## src/rtl/io_timer_pkg.sv

```systemverilog
// Shared register map and bit layout for io_timer.
// Build option: IO_TIMER_PWM_EN adds the PWM output and makes CTRL.PWM_EN writable.
package io_timer_pkg;

    localparam int unsigned REG_WINDOW = 5;

    localparam logic [2:0] OFF_CTRL   = 3'd0;
    localparam logic [2:0] OFF_PRE    = 3'd1;
    localparam logic [2:0] OFF_COUNT  = 3'd2;
    localparam logic [2:0] OFF_CMP    = 3'd3;
    localparam logic [2:0] OFF_STATUS = 3'd4;

    localparam int unsigned CTRL_EN       = 0;
    localparam int unsigned CTRL_CTC      = 1;
    localparam int unsigned CTRL_MATCH_IE = 2;
    localparam int unsigned CTRL_OVF_IE   = 3;
    localparam int unsigned CTRL_PWM_EN   = 4;

    localparam int unsigned STAT_MATCH = 0;
    localparam int unsigned STAT_OVF   = 1;

`ifdef IO_TIMER_PWM_EN
    localparam logic [7:0] CTRL_MASK = 8'h1F;
`else
    localparam logic [7:0] CTRL_MASK = 8'h0F;
`endif

endpackage

```

## src/rtl/io_timer_prescaler.sv

```systemverilog
// Prescaler for io_timer: one-cycle tick every pre+1 clocks while enabled.
module io_timer_prescaler (
    input  logic       clk,
    input  logic       rst,
    input  logic       en,
    input  logic [7:0] pre,
    input  logic       restart,
    output logic       tick
);

    logic [7:0] cnt_q, cnt_d;

    always_comb begin
        tick  = en && (cnt_q == pre);
        cnt_d = cnt_q + 8'd1;
        if (!en || restart || tick) begin
            cnt_d = 8'd0;
        end
    end

    always_ff @(posedge clk) begin
        if (rst) begin
            cnt_q <= 8'd0;
        end else begin
            cnt_q <= cnt_d;
        end
    end

endmodule

```

## src/rtl/io_timer.sv

```systemverilog
// 8-bit memory-mapped timer/counter with compare, overflow, irq and optional PWM.
// Build option: define IO_TIMER_PWM_EN to enable the pwm_out comparator.
module io_timer
    import io_timer_pkg::*;
#(
    parameter logic [15:0] BASE_ADDR = 16'h1000
) (
    input  logic        clk,
    input  logic        rst,
    input  logic [15:0] dMemIOAddress,
    input  logic [7:0]  dMemIOIn,
    input  logic        dMemIOWriteEn,
    input  logic        dMemIOReadEn,
    output logic [7:0]  dataOut,
    output logic        irq,
    output logic        pwm_out
);

    logic [7:0]  ctrl_q, pre_q, count_q, cmp_q, rdata_q;
    logic [7:0]  ctrl_d, pre_d, count_d, cmp_d, rdata_d, rmux;
    logic [1:0]  status_q, status_d;
    logic [15:0] offset;
    logic [2:0]  off;
    logic        hit, wr_ctrl, wr_pre, wr_count, wr_cmp, wr_status;
    logic        tick, is_match, set_match, set_ovf;

    // Unsigned wrap makes addresses below the base fall outside the window too.
    assign offset = dMemIOAddress - BASE_ADDR;
    assign hit    = offset < 16'(REG_WINDOW);
    assign off    = offset[2:0];

    assign wr_ctrl   = dMemIOWriteEn && hit && (off == OFF_CTRL);
    assign wr_pre    = dMemIOWriteEn && hit && (off == OFF_PRE);
    assign wr_count  = dMemIOWriteEn && hit && (off == OFF_COUNT);
    assign wr_cmp    = dMemIOWriteEn && hit && (off == OFF_CMP);
    assign wr_status = dMemIOWriteEn && hit && (off == OFF_STATUS);

    io_timer_prescaler u_prescaler (
        .clk     (clk),
        .rst     (rst),
        .en      (ctrl_q[CTRL_EN]),
        .pre     (pre_q),
        .restart (wr_ctrl || wr_pre),
        .tick    (tick)
    );

    always_comb begin
        ctrl_d    = wr_ctrl ? (dMemIOIn & CTRL_MASK) : ctrl_q;
        pre_d     = wr_pre ? dMemIOIn : pre_q;
        cmp_d     = wr_cmp ? dMemIOIn : cmp_q;
        count_d   = count_q;
        status_d  = status_q;
        set_match = 1'b0;
        set_ovf   = 1'b0;
        is_match  = (count_q == cmp_q);

        if (wr_status) begin
            status_d = status_q & ~dMemIOIn[1:0];
        end

        // A CPU write to COUNT swallows a coincident tick, flags included.
        if (wr_count) begin
            count_d = dMemIOIn;
        end else if (tick) begin
            set_match = is_match;
            if (ctrl_q[CTRL_CTC] && is_match) begin
                count_d = 8'd0;
            end else begin
                count_d = count_q + 8'd1;
                set_ovf = (count_q == 8'hFF);
            end
        end

        // Hardware set beats a same-cycle software clear.
        status_d[STAT_MATCH] = status_d[STAT_MATCH] | set_match;
        status_d[STAT_OVF]   = status_d[STAT_OVF] | set_ovf;
    end

    always_comb begin
        case (off)
            OFF_CTRL:   rmux = ctrl_q;
            OFF_PRE:    rmux = pre_q;
            OFF_COUNT:  rmux = count_q;
            OFF_CMP:    rmux = cmp_q;
            OFF_STATUS: rmux = {6'd0, status_q};
            default:    rmux = 8'd0;
        endcase
        rdata_d = (dMemIOReadEn && hit) ? rmux : 8'd0;
    end

    always_ff @(posedge clk) begin
        if (rst) begin
            ctrl_q   <= 8'd0;
            pre_q    <= 8'd0;
            count_q  <= 8'd0;
            cmp_q    <= 8'd0;
            status_q <= 2'd0;
            rdata_q  <= 8'd0;
        end else begin
            ctrl_q   <= ctrl_d;
            pre_q    <= pre_d;
            count_q  <= count_d;
            cmp_q    <= cmp_d;
            status_q <= status_d;
            rdata_q  <= rdata_d;
        end
    end

    assign dataOut = rdata_q;
    assign irq     = (status_q[STAT_MATCH] && ctrl_q[CTRL_MATCH_IE]) ||
                     (status_q[STAT_OVF] && ctrl_q[CTRL_OVF_IE]);

`ifdef IO_TIMER_PWM_EN
    logic pwm_q;

    always_ff @(posedge clk) begin
        if (rst) begin
            pwm_q <= 1'b0;
        end else begin
            pwm_q <= ctrl_q[CTRL_EN] && ctrl_q[CTRL_PWM_EN] && (count_q < cmp_q);
        end
    end

    assign pwm_out = pwm_q;
`else
    assign pwm_out = 1'b0;
`endif

endmodule

```

## config.mk

```make
export PLATFORM = sky130hd
export DESIGN_NAME = io_timer
export DESIGN_NICKNAME = d
export VERILOG_FILES = /design/src/rtl/io_timer_pkg.sv /design/src/rtl/io_timer_prescaler.sv /design/src/rtl/io_timer.sv
export SDC_FILE = /design/constraint.sdc
export NUM_CORES = 1
export LEC_CHECK = 0
export ABC_AREA = 1
export CORE_UTILIZATION = 49
export DETAILED_ROUTE_END_ITERATION = 16
export PLACE_DENSITY = 0.84
export SLEW_MARGIN = 30
export SYNTH_ARGS = -nofsm -noshare
export SYNTH_HDL_FRONTEND = slang
export SYNTH_SLANG_ARGS = --single-unit
```

## constraint.sdc

```tcl
create_clock -name clk -period 1.5 [get_ports clk]
set_input_delay 0.3 -clock clk [delete_from_list [all_inputs] [get_ports clk]]
set_output_delay 0.3 -clock clk [all_outputs]
set_load 0.03 [all_outputs]
```

==> results.py <==
metrics = {
    "timing": {
        "skew_ns": 0.0150,
        "fin_crit_ns": 1.71,
        "clock.fmax_mhz": 583,
        "hold_violations": 0,
        "rsz0062_at_grt": "yes",
        "drv_slew": 0,
        "period_share_pct": 114,
        "setup_tns_ns": -1.06,
        "setup_viol": 13,
        "fin_ws_ns": -0.215,
    },
    "pwr": {
        "swShare_pct": 27.1,
        "power_leakage_nw": 1.72,
        "p_comb_share_pct": 11.1,
        "power_switching_mw": 0.620,
        "seqPwrFrac_pct": 52.8,
        "p_int_mw": 1.67,
        "power.share.clock_pct": 36.0,
        "ir_drop_uv": 505,
        "power_density_mw_per_mm2": 583,
    },
    "critical_path": {
        "worstPathCellList": "inv_1, or2_1, nand3_1, nor2_2, nand3_4, nand3_1, buf_4, nor3_1",
        "cp.required_ns": 1.70,
        "r2r-start": "u_prescaler.cnt_q[0]$_SDFF_PP0_",
        "end_kind": "flip-flop",
        "crit_path_start_kind": "flip-flop",
        "criticalPathCategory": "reg -> reg",
        "slowest_stage": "dfxtp_2",
        "critPathMaxFanout": 3,
        "arrival_ns": 1.92,
        "cp_slowest_stage_delay_ns": 0.34,
        "cp_common_cell": "nand3_1",
        "worstSetupStartpoint": "u_prescaler.cnt_q[0]$_SDFF_PP0_",
    },
    "worst_hold_path": {
        "worstHoldPathType": "reg -> reg",
        "worstHoldStart": "u_prescaler.cnt_q[0]$_SDFF_PP0_",
    },
    "final_layout": {
        "nFillCells": 344,
        "instances_no_fill": 569,
        "drive_gt1_share_pct": 34.1,
        "final_cell_area_sq_mm": 0.00392,
        "final_common_cell": "nand2_1",
        "area_growth_pct": 46.7,
        "num-nets-final": 528,
        "insertedDiodeCount": 0,
        "final_cell_mix": "77 x nand2_1, 56 x buf_4, 45 x inv_1, 29 x nor2_1, 27 x nand3_1",
    },
    "yosys": {
        "async_flop_share_pct": 0,
        "syn_area_sq_mm": 0.00267,
        "ys_seq_area_share_pct": 34.5,
        "synthDistinctLibCells": 37,
        "synth_cells": 402,
        "synth_edf_count": 0,
        "ys_ff_latch": 46,
        "synth_fp_nets": 432,
        "ys.flop_type": "dfxtp_1",
        "syn_area_per_cell_sq_um": 6.65,
        "yosysWarnings": 0,
    },
    "placement": {
        "post-place-ws_ns": -0.498,
        "io_buffers": 36,
        "gp_congestion": 0.927,
        "dpl-instance-area_sq_mm": 0.00343,
        "dp_cells": 544,
        "dpl.hpwl_um": 5720,
    },
    "grt": {
        "antenna_found_initial": 0,
        "grt_max_degree": 17,
        "overflow": 0,
        "grt_use_total_pct": 29.6,
        "grt_pass1_vias": 2830,
        "grt_pass1_wl_um": 12700,
    },
    "job": {
        "cap_violations": 0,
    },
    "clock_network": {
        "clock_path_buffers": 2,
        "clk_latency_ns": 0.32,
        "path_clk_slew_ns": 0.10,
        "clock-sinks": 46,
        "cts_made_buffers": 5,
        "clockRootBuffer": "clkbuf_8",
        "htree_levels": 2,
        "cts_tree": "done",
        "postCtsHoldBufs": 0,
    },
    "routing": {
        "num_vias": 3377,
        "drc": 0,
        "routed_wirelength_um": 10100,
        "routed_via_density": 5.93,
        "drt_first_pass_iters": 6,
        "postRouteAntennaNets": 0,
        "avgRoutedWirePerCell_um": 17.7,
        "drt_iter0_drc": 554,
    },
    "floorplan": {
        "die_w_um": 75.9,
        "initial_core_util_pct": 51.7,
        "fp.dieH_um": 75.9,
        "dieArea_sq_mm": 0.00575,
        "num_rows": 26,
        "ioPinCount": 38,
        "coreArea_sq_mm": 0.00517,
    },
    "status": {
        "status": "finished, violations left",
        "violations": "negative setup slack",
    },
}
per-stage QoR:
stage	total power [mW]	hold slack, ns	utilization (%)
3_3_place_gp	1.46	0.497	66.3
3_5_place_dp	1.46	0.508	66.3
2_1_floorplan	1.32	0.369	-
5_1_grt	2.36	0.540	75.8
6_report	2.29	0.518	75.8
4_1_cts	2.25	0.530	70.0
critical path: cells and delay by family, from the launching register on:
family	cells	cell delay (ns)
and+or+nand+nor	6	1.02
buffers and inverters	2	0.25
DFF	1	0.34
power groups by stage:
stage                     clock network (mW)  logic, mW  registers (mW)
after floorplan                            0     0.0673            1.25
after global placement                     0      0.211            1.25
after detailed placement                   0      0.214            1.25
after CTS                              0.808      0.225            1.22
after global routing                   0.879      0.268            1.21
final                                  0.824      0.255            1.21
synthesized netlist by cell type, types with 2 or more instances:
library cell / count / share of area, %
a21oi_1: 26 / 4.9
a22o_1: 2 / 0.66
a31oi_1: 4 / 0.94
a41oi_1: 2 / 0.66
buf_2: 3 / 0.56
buf_6: 3 / 1.3
clkbuf_1: 4 / 0.56
dfxtp_1: 46 / 34
ha_1: 2 / 0.94
inv_1: 57 / 8.0
inv_2: 4 / 0.56
nand2_1: 88 / 12
nand3_1: 34 / 6.4
nand3_2: 3 / 1.1
nand4_1: 9 / 2.1
nor2_1: 50 / 7.0
nor2_4: 2 / 0.84
nor3_1: 8 / 1.5
nor3_4: 2 / 1.2
o21ai_0: 21 / 3.9
o21ai_1: 3 / 0.56
xnor2_1: 8 / 2.6
xor2_1: 7 / 2.3
metal layers:
metal / share of wire, % / wire length (um) / up-vias / global-route usage [%]
met3: 11 / 1070 / 83 / 5.56
met2: 46 / 4660 / 297 / 50.8
met1: 38 / 3780 / 1506 / 36.6
met5: 0 / 0 / - / 0
met4: 5.6 / 568 / 0 / 11.1
li1: - / - / 1491 / -
flip-flops by register name (all words and copies together) (netlist names):
name / cells
cmp_q: 8
status_q: 2
pre_q: 8
dataOut: 8
count_q: 8
u_prescaler.cnt_q: 8
ctrl_q: 4
final timing paths:
kind / endpoint / cells past startpoint / slack (ns)
worst max register to register: u_prescaler.cnt_q[7]$_SDFF_PP0_ / 8 / -0.21
worst min-delay path: u_prescaler.cnt_q[0]$_SDFF_PP0_ / 2 / 0.52
worst max-delay path: u_prescaler.cnt_q[7]$_SDFF_PP0_ / 8 / -0.21
worst min register to register: u_prescaler.cnt_q[0]$_SDFF_PP0_ / 2 / 0.52
area by class of cell:
class / count / area (sq um) / area share [%]
repair buffers: 98 / 855 / 21.8
clock buffers: 5 / 68.8 / 1.75
inverters: 61 / 239 / 6.09
flip-flops and latches: 46 / 962 / 24.5
clock inverters: 3 / 25.0 / 0.638
repair inverters: 1 / 7.51 / 0.191
multi-input cells: 285 / 1680 / 42.8
well taps: 70 / 87.6 / 2.23
what timing repair did:
item / 4_1_cts / 5_1_grt
pin swaps: 13 / 43
gates resized for setup: 42 / 111
buffers inserted: 10 / 4
endpoints found under the setup margin: 51 / 40
cloned: 2 / 1
logic make-up (layout without fill, tap and decap cells):
| logic type | Yosys count | in the layout | share of synthesized area [%] |
|---|---|---|---|
| and+or+nand+nor | 203 | 204 | 35.2 |
| DFF | 46 | 46 | 34.5 |
| buffers and inverters | 72 | 168 | 11.2 |
| adders and majority gates | 2 | 2 | 0.936 |
| xor gates and xnor gates | 15 | 15 | 4.92 |
| AOI/OAI and AO/OA | 63 | 63 | 13.1 |
| other | 1 | 1 | 0.140 |
(Power assumes the default switching activity.)
